[config.mk]
export PLATFORM = sky130hd
export DESIGN_NAME = serdesphy_link_ctrl
export DESIGN_NICKNAME = d
export VERILOG_FILES = /design/src/rtl/serdesphy_link_ctrl.sv
export SDC_FILE = /design/constraint.sdc
export NUM_CORES = 1
export LEC_CHECK = 0
export CAP_MARGIN = 15
export CORE_MARGIN = 10
export CORE_UTILIZATION = 42
export DETAILED_ROUTE_END_ITERATION = 8
export GPL_TIMING_DRIVEN = 0
export PLACE_DENSITY_LB_ADDON = 0.3
export SETUP_SLACK_MARGIN = 0.4
export SYNTH_ARGS = -nofsm -noshare
export SYNTH_HDL_FRONTEND = slang
export SYNTH_SLANG_ARGS = --single-unit
[constraint.sdc]
create_clock -name clk_ref_24m -period 2.6 [get_ports clk_ref_24m]
set_input_delay 0.52 -clock clk_ref_24m [delete_from_list [all_inputs] [get_ports clk_ref_24m]]
set_output_delay 0.52 -clock clk_ref_24m [all_outputs]
set_load 0.02 [all_outputs]
[src/rtl/serdesphy_link_ctrl.sv]
// SerDes PHY link bring-up sequencer: supply settle, PLL lock, CDR lock, with
// lock qualification, per-attempt timeouts, bounded retries and a sticky fault.
module serdesphy_link_ctrl #(
    parameter int unsigned PWR_SETTLE  = 64,
    parameter int unsigned LOCK_STABLE = 16,
    parameter int unsigned PLL_TIMEOUT = 4096,
    parameter int unsigned CDR_TIMEOUT = 4096,
    parameter int unsigned MAX_RETRY   = 3
) (
    input  logic       clk_ref_24m,
    input  logic       rst_n,
    input  logic       phy_en,
    input  logic       fault_clr,
    input  logic       dvdd_ok,
    input  logic       avdd_ok,
    input  logic       pll_lock,
    input  logic       cdr_lock,
    output logic       pll_en,
    output logic       pll_rst_n,
    output logic       tx_en,
    output logic       rx_en,
    output logic       cdr_rst_n,
    output logic       link_up,
    output logic       fault,
    output logic [2:0] state,
    output logic [1:0] retry_cnt
);

    typedef enum logic [2:0] {
        ST_OFF      = 3'd0,
        ST_PWR_WAIT = 3'd1,
        ST_PLL_WAIT = 3'd2,
        ST_CDR_WAIT = 3'd3,
        ST_LINK     = 3'd4,
        ST_FAULT    = 3'd5
    } state_e;

    localparam logic [15:0] PWR_LAST  = 16'(PWR_SETTLE - 1);
    localparam logic [15:0] LOCK_LAST = 16'(LOCK_STABLE - 1);
    localparam logic [15:0] PLL_LAST  = 16'(PLL_TIMEOUT - 1);
    localparam logic [15:0] CDR_LAST  = 16'(CDR_TIMEOUT - 1);
    localparam logic [1:0]  RETRY_MAX = 2'(MAX_RETRY);

    state_e      state_q, state_d;
    logic [15:0] stab_q, stab_d, tmo_q, tmo_d;
    logic [15:0] stab_inc_s, tmo_inc_s;
    logic [1:0]  retry_q, retry_d;
    logic [6:0]  outs_q;
    logic        pwr_ok_s, cond_s;

    // Output bundle {pll_en, pll_rst_n, tx_en, rx_en, cdr_rst_n, link_up, fault}.
    function automatic logic [6:0] decode_outs(input state_e s);
        logic [6:0] o;
        case (s)
            ST_PLL_WAIT: o = 7'b1100000;
            ST_CDR_WAIT: o = 7'b1111100;
            ST_LINK:     o = 7'b1111110;
            ST_FAULT:    o = 7'b0000001;
            default:     o = 7'b0000000;
        endcase
        return o;
    endfunction

    // Next-state, retry and qualification/timeout counter logic.
    always_comb begin
        state_d  = state_q;
        retry_d  = retry_q;
        pwr_ok_s = dvdd_ok & avdd_ok;
        case (state_q)
            ST_PWR_WAIT: cond_s = pwr_ok_s;
            ST_PLL_WAIT: cond_s = pll_lock;
            ST_CDR_WAIT: cond_s = cdr_lock;
            default:     cond_s = 1'b0;
        endcase
        if (!cond_s) begin
            stab_inc_s = 16'd0;
        end else if (stab_q == 16'hFFFF) begin
            stab_inc_s = stab_q;
        end else begin
            stab_inc_s = stab_q + 16'd1;
        end
        if (tmo_q == 16'hFFFF) begin
            tmo_inc_s = tmo_q;
        end else begin
            tmo_inc_s = tmo_q + 16'd1;
        end

        if (!phy_en) begin
            state_d = ST_OFF;
            retry_d = 2'd0;
        end else if (!pwr_ok_s && (state_q inside {ST_PLL_WAIT, ST_CDR_WAIT, ST_LINK})) begin
            state_d = ST_PWR_WAIT;
        end else begin
            case (state_q)
                ST_OFF: state_d = ST_PWR_WAIT;
                ST_PWR_WAIT: begin
                    if (cond_s && stab_q == PWR_LAST) begin
                        state_d = ST_PLL_WAIT;
                    end else begin
                        state_d = ST_PWR_WAIT;
                    end
                end
                ST_PLL_WAIT: begin
                    if (cond_s && stab_q == LOCK_LAST) begin
                        state_d = ST_CDR_WAIT;
                    end else if (tmo_q == PLL_LAST) begin
                        // A retry goes back through PWR_WAIT so the PLL is held in reset again.
                        if (retry_q < RETRY_MAX) begin
                            retry_d = retry_q + 2'd1;
                            state_d = ST_PWR_WAIT;
                        end else begin
                            state_d = ST_FAULT;
                        end
                    end else begin
                        state_d = ST_PLL_WAIT;
                    end
                end
                ST_CDR_WAIT: begin
                    if (!pll_lock) begin
                        state_d = ST_PLL_WAIT;
                    end else if (cond_s && stab_q == LOCK_LAST) begin
                        state_d = ST_LINK;
                        retry_d = 2'd0;
                    end else if (tmo_q == CDR_LAST) begin
                        if (retry_q < RETRY_MAX) begin
                            retry_d = retry_q + 2'd1;
                            state_d = ST_PWR_WAIT;
                        end else begin
                            state_d = ST_FAULT;
                        end
                    end else begin
                        state_d = ST_CDR_WAIT;
                    end
                end
                ST_LINK: begin
                    if (!pll_lock) begin
                        state_d = ST_PLL_WAIT;
                    end else if (!cdr_lock) begin
                        state_d = ST_CDR_WAIT;
                    end else begin
                        state_d = ST_LINK;
                    end
                end
                ST_FAULT: begin
                    if (fault_clr) begin
                        state_d = ST_OFF;
                        retry_d = 2'd0;
                    end else begin
                        state_d = ST_FAULT;
                    end
                end
                default: state_d = ST_OFF;
            endcase
        end

        if (state_d != state_q) begin
            stab_d = 16'd0;
            tmo_d  = 16'd0;
        end else begin
            stab_d = stab_inc_s;
            tmo_d  = (state_q inside {ST_PLL_WAIT, ST_CDR_WAIT}) ? tmo_inc_s : 16'd0;
        end
    end

    // State, counters and output registers; outputs track the registered state.
    always_ff @(posedge clk_ref_24m or negedge rst_n) begin
        if (!rst_n) begin
            state_q <= ST_OFF;
            stab_q  <= 16'd0;
            tmo_q   <= 16'd0;
            retry_q <= 2'd0;
            outs_q  <= 7'd0;
        end else begin
            state_q <= state_d;
            stab_q  <= stab_d;
            tmo_q   <= tmo_d;
            retry_q <= retry_d;
            outs_q  <= decode_outs(state_d);
        end
    end

    assign {pll_en, pll_rst_n, tx_en, rx_en, cdr_rst_n, link_up, fault} = outs_q;
    assign state     = state_q;
    assign retry_cnt = retry_q;

endmodule

==> results.py <==
metrics = {
    "layout": {
        "syn_to_final_growth_pct": 31.6,
        "multiInputGateArea_um2": 1510,
        "final_common_cell": "dfrtp_1",
        "mostFrequentLayoutCells": "dfrtp_1, buf_4, nand2_1, nand3_1",
        "diodes": 0,
        "fin_area_um2": 3310,
        "drive_gt1_share_pct": 30.3,
        "fin_cells": 385,
        "nets": 319,
        "fin_util_pct": 56.5,
        "fillers": 501,
        "seqCellArea_um2": 1030,
    },
    "power_and_ir_drop": {
        "pwr-share-clk_pct": 40.0,
        "powerDensity_nw_per_um2": 386,
        "p_leak_nw": 1.38,
        "p_total_mw": 1.28,
        "switchingPower_mw": 0.294,
        "ir_drop_mv": 0.172,
        "sw_frac_of_total_pct": 23.1,
        "seqPwrFrac_pct": 50.1,
        "p_comb_share_pct": 9.9,
        "internal_power_mw": 0.981,
    },
    "global_routing": {
        "grt_use_total_pct": 12.7,
        "grt_pass1_vias": 2093,
        "antenna_found_initial": 0,
        "grt_max_degree": 27,
        "grt-ovfl-total": 0,
        "grt_first_pass_wirelength_mm": 10.2,
    },
    "worst_setup_path": {
        "start_kind": "flip-flop",
        "crit_buf_inv": 3,
        "crit_fanout": 8,
        "endpoint_kind": "flip-flop",
        "cp.required_ns": 2.80,
        "cp.arrival_ns": 2.55,
        "cp_top_family": "simple AND/OR/NAND/NOR gates",
        "crit_chain": "ha_2, and3_4, buf_6, and3_4, and4_4, o22ai_4, a2bb2oi_4, o31ai_4, buf_12, buf_8, nor4_4",
        "cp_common_cell": "and3_4",
        "crit_type": "reg2reg",
        "slowest_delay_ns": 0.39,
        "cp_slowest_cell": "dfrtp_1",
    },
    "sta": {
        "rsz0062_at_grt": "yes",
        "hold_violations": 0,
        "fin_ws_ns": 0.255,
        "fin_crit_ns": 2.34,
        "fmax_mhz": 427,
        "worstMarginPinSlew_ns": 0.622,
        "fin_tns_setup_ns": 0,
        "post-route-period-util_pct": 90.2,
        "finClkSkew_ns": 0.00852,
        "slew_headroom_pct": 58.2,
        "hold_slack_ns": 0.130,
        "setup_violations": 0,
        "report.final.slew_viol_count": 0,
    },
    "cts": {
        "clockBufferDepth": 2,
        "clkLatencyLatePin_ns": 0.30,
        "clock-sinks": 41,
        "ctsRootBufferMaster": "clkbuf_8",
        "clkTransAtPathRegs_ns": 0.08,
        "ctsHtreeMaxLevel": 2,
        "cts_tree": "done",
        "cts_buffers": 5,
    },
    "min_path": {
        "hold_class": "in2async",
    },
    "place": {
        "pre_cts_ws_ns": -0.307,
        "port_buffers": 19,
        "dpl.hpwl_mm": 4.11,
        "placed_area_um2": 2820,
        "gp_congestion": 0.838,
        "dp.cells": 352,
    },
    "routing": {
        "ant_nets": 0,
        "dr_wl_met3_um": 240,
        "met1_length_mm": 2.72,
        "wl_met2_mm": 3.12,
        "drtIter0Drc": 72,
        "wl_per_cell_um": 16.2,
        "wirelength_mm": 6.23,
        "drc_errors": 0,
        "first_pass_iters": 4,
        "viasPerCell": 5.59,
        "top_layer": "met4",
        "vias": 2151,
    },
    "floorplan": {
        "core_um2": 5850,
        "die_y_um": 97.3,
        "die_w_um": 97.3,
        "dieArea_um2": 9470,
        "pin_count": 20,
        "initial_core_util_pct": 42.9,
        "rows": 28,
    },
    "run": {
        "max_cap_violations": 0,
    },
    "logic_synthesis": {
        "syn_inst": 257,
        "async_flop_share_pct": 100,
        "ys_seq_area_share_pct": 40.9,
        "syn-num-nets": 267,
        "synth_ff_type": "dfrtp_1",
        "synth_area_um2": 2510,
        "synth_edf_count": 0,
        "yosysWarnings": 0,
        "synth-seq-cells": 41,
        "syn-mean-instance-area_um2": 9.77,
        "synth.distinct_cells": 57,
    },
    "status": {
        "status": "finished clean",
    },
}
## worst reg2reg max path, stage by stage (launching register included)
cell	delay, ns
dfrtp_1	0.39
ha_2	0.19
and3_4	0.18
buf_6	0.12
and3_4	0.17
and4_4	0.19
o22ai_4	0.22
a2bb2oi_4	0.18
o31ai_4	0.09
buf_12	0.15
buf_8	0.14
nor4_4	0.24
## metal layers
| metal | track usage [%] | vias to the layer above |
|---|---|---|
| met5 | 0 | - |
| met2 | 21.3 | 51 |
| li1 | - | 1050 |
| met4 | 5.82 | 0 |
| met1 | 15.1 | 1037 |
| met3 | 2.99 | 13 |
## sequential cells by signal, summed over array words and instances (netlist names)
register,flops
retry_cnt,2
tmo_q,16
stab_q,16
outs_q,4
state,3
## timing repair
| item | in CTS | in global routing |
|---|---|---|
| gates resized for setup | 33 | 8 |
| cloned | 3 | 0 |
| pin swaps | 19 | 8 |
| setup buffers | 17 | 5 |
| endpoints found under the setup margin | 39 | 39 |
| hold buffers | 0 | 0 |
## cell type report
class	instances	share of cell area, %
Clock buffer	6	2.20
Sequential cell	41	31.1
Buffer	14	3.67
Inverter	5	0.568
Tap cell	75	2.84
Clock inverter	2	1.17
Timing Repair Buffer	45	12.7
Multi-Input combinational cell	197	45.8
## cell usage after synthesis, types with 4 or more instances
master    number  area (um^2)
and3_1        14         87.6
nor3_2        10          100
buf_6          5         56.3
xnor2_1        4         35.0
nand3_1       19         95.1
o21ai_0        9         45.0
nor4_1         6         37.5
buf_4          5         37.5
nand2b_1       5         31.3
nand2_1       19         71.3
and4_1         5         43.8
xor2_1        15          131
and2_1         7         43.8
inv_1          5         18.8
nor3_1        19         95.1
a21oi_1        4         20.0
nor2_1        12         45.0
a31oi_1        5         31.3
dfrtp_1       41         1030
nand4_1        4         25.0
mux2i_1        4         40.0
## worst paths after layout
kind	slack (ns)	endpoint	cells past startpoint	start
hold reg to reg	0.54	retry_cnt[0]$_DFFE_PN0P_	1	retry_cnt[0]$_DFFE_PN0P_
setup / recovery	0.26	tmo_q[14]$_DFFE_PN0P_	11	stab_q[0]$_DFFE_PN0P_
min in group clk_ref_24m	0.54	retry_cnt[0]$_DFFE_PN0P_	1	retry_cnt[0]$_DFFE_PN0P_
max in group asynchronous	1.99	stab_q[6]$_DFFE_PN0P_	2	rst_n
hold / removal	0.13	tmo_q[0]$_DFFE_PN0P_	1	rst_n
setup reg to reg	0.26	tmo_q[14]$_DFFE_PN0P_	11	stab_q[0]$_DFFE_PN0P_
## cells by family after synthesis
logic type      Yosys count  synth area share [%]
flops                    41                  40.9
mux                       5                  2.04
xor+xnor                 19                  6.63
compound gates           38                  11.7
buf+inv                  19                  5.23
simple gates            133                  32.6
fa+ha+maj                 2                 0.996
## power groups by stage
| stage | registers [mW] | logic, mW | clock network, mW |
|---|---|---|---|
| after floorplan | 0.653 | 0.0496 | 0 |
| after global placement | 0.652 | 0.0907 | 0 |
| after detailed placement | 0.652 | 0.0944 | 0 |
| after CTS | 0.639 | 0.123 | 0.521 |
| after global routing | 0.639 | 0.137 | 0.549 |
| final | 0.639 | 0.127 | 0.510 |
(Power assumes the default switching activity.)
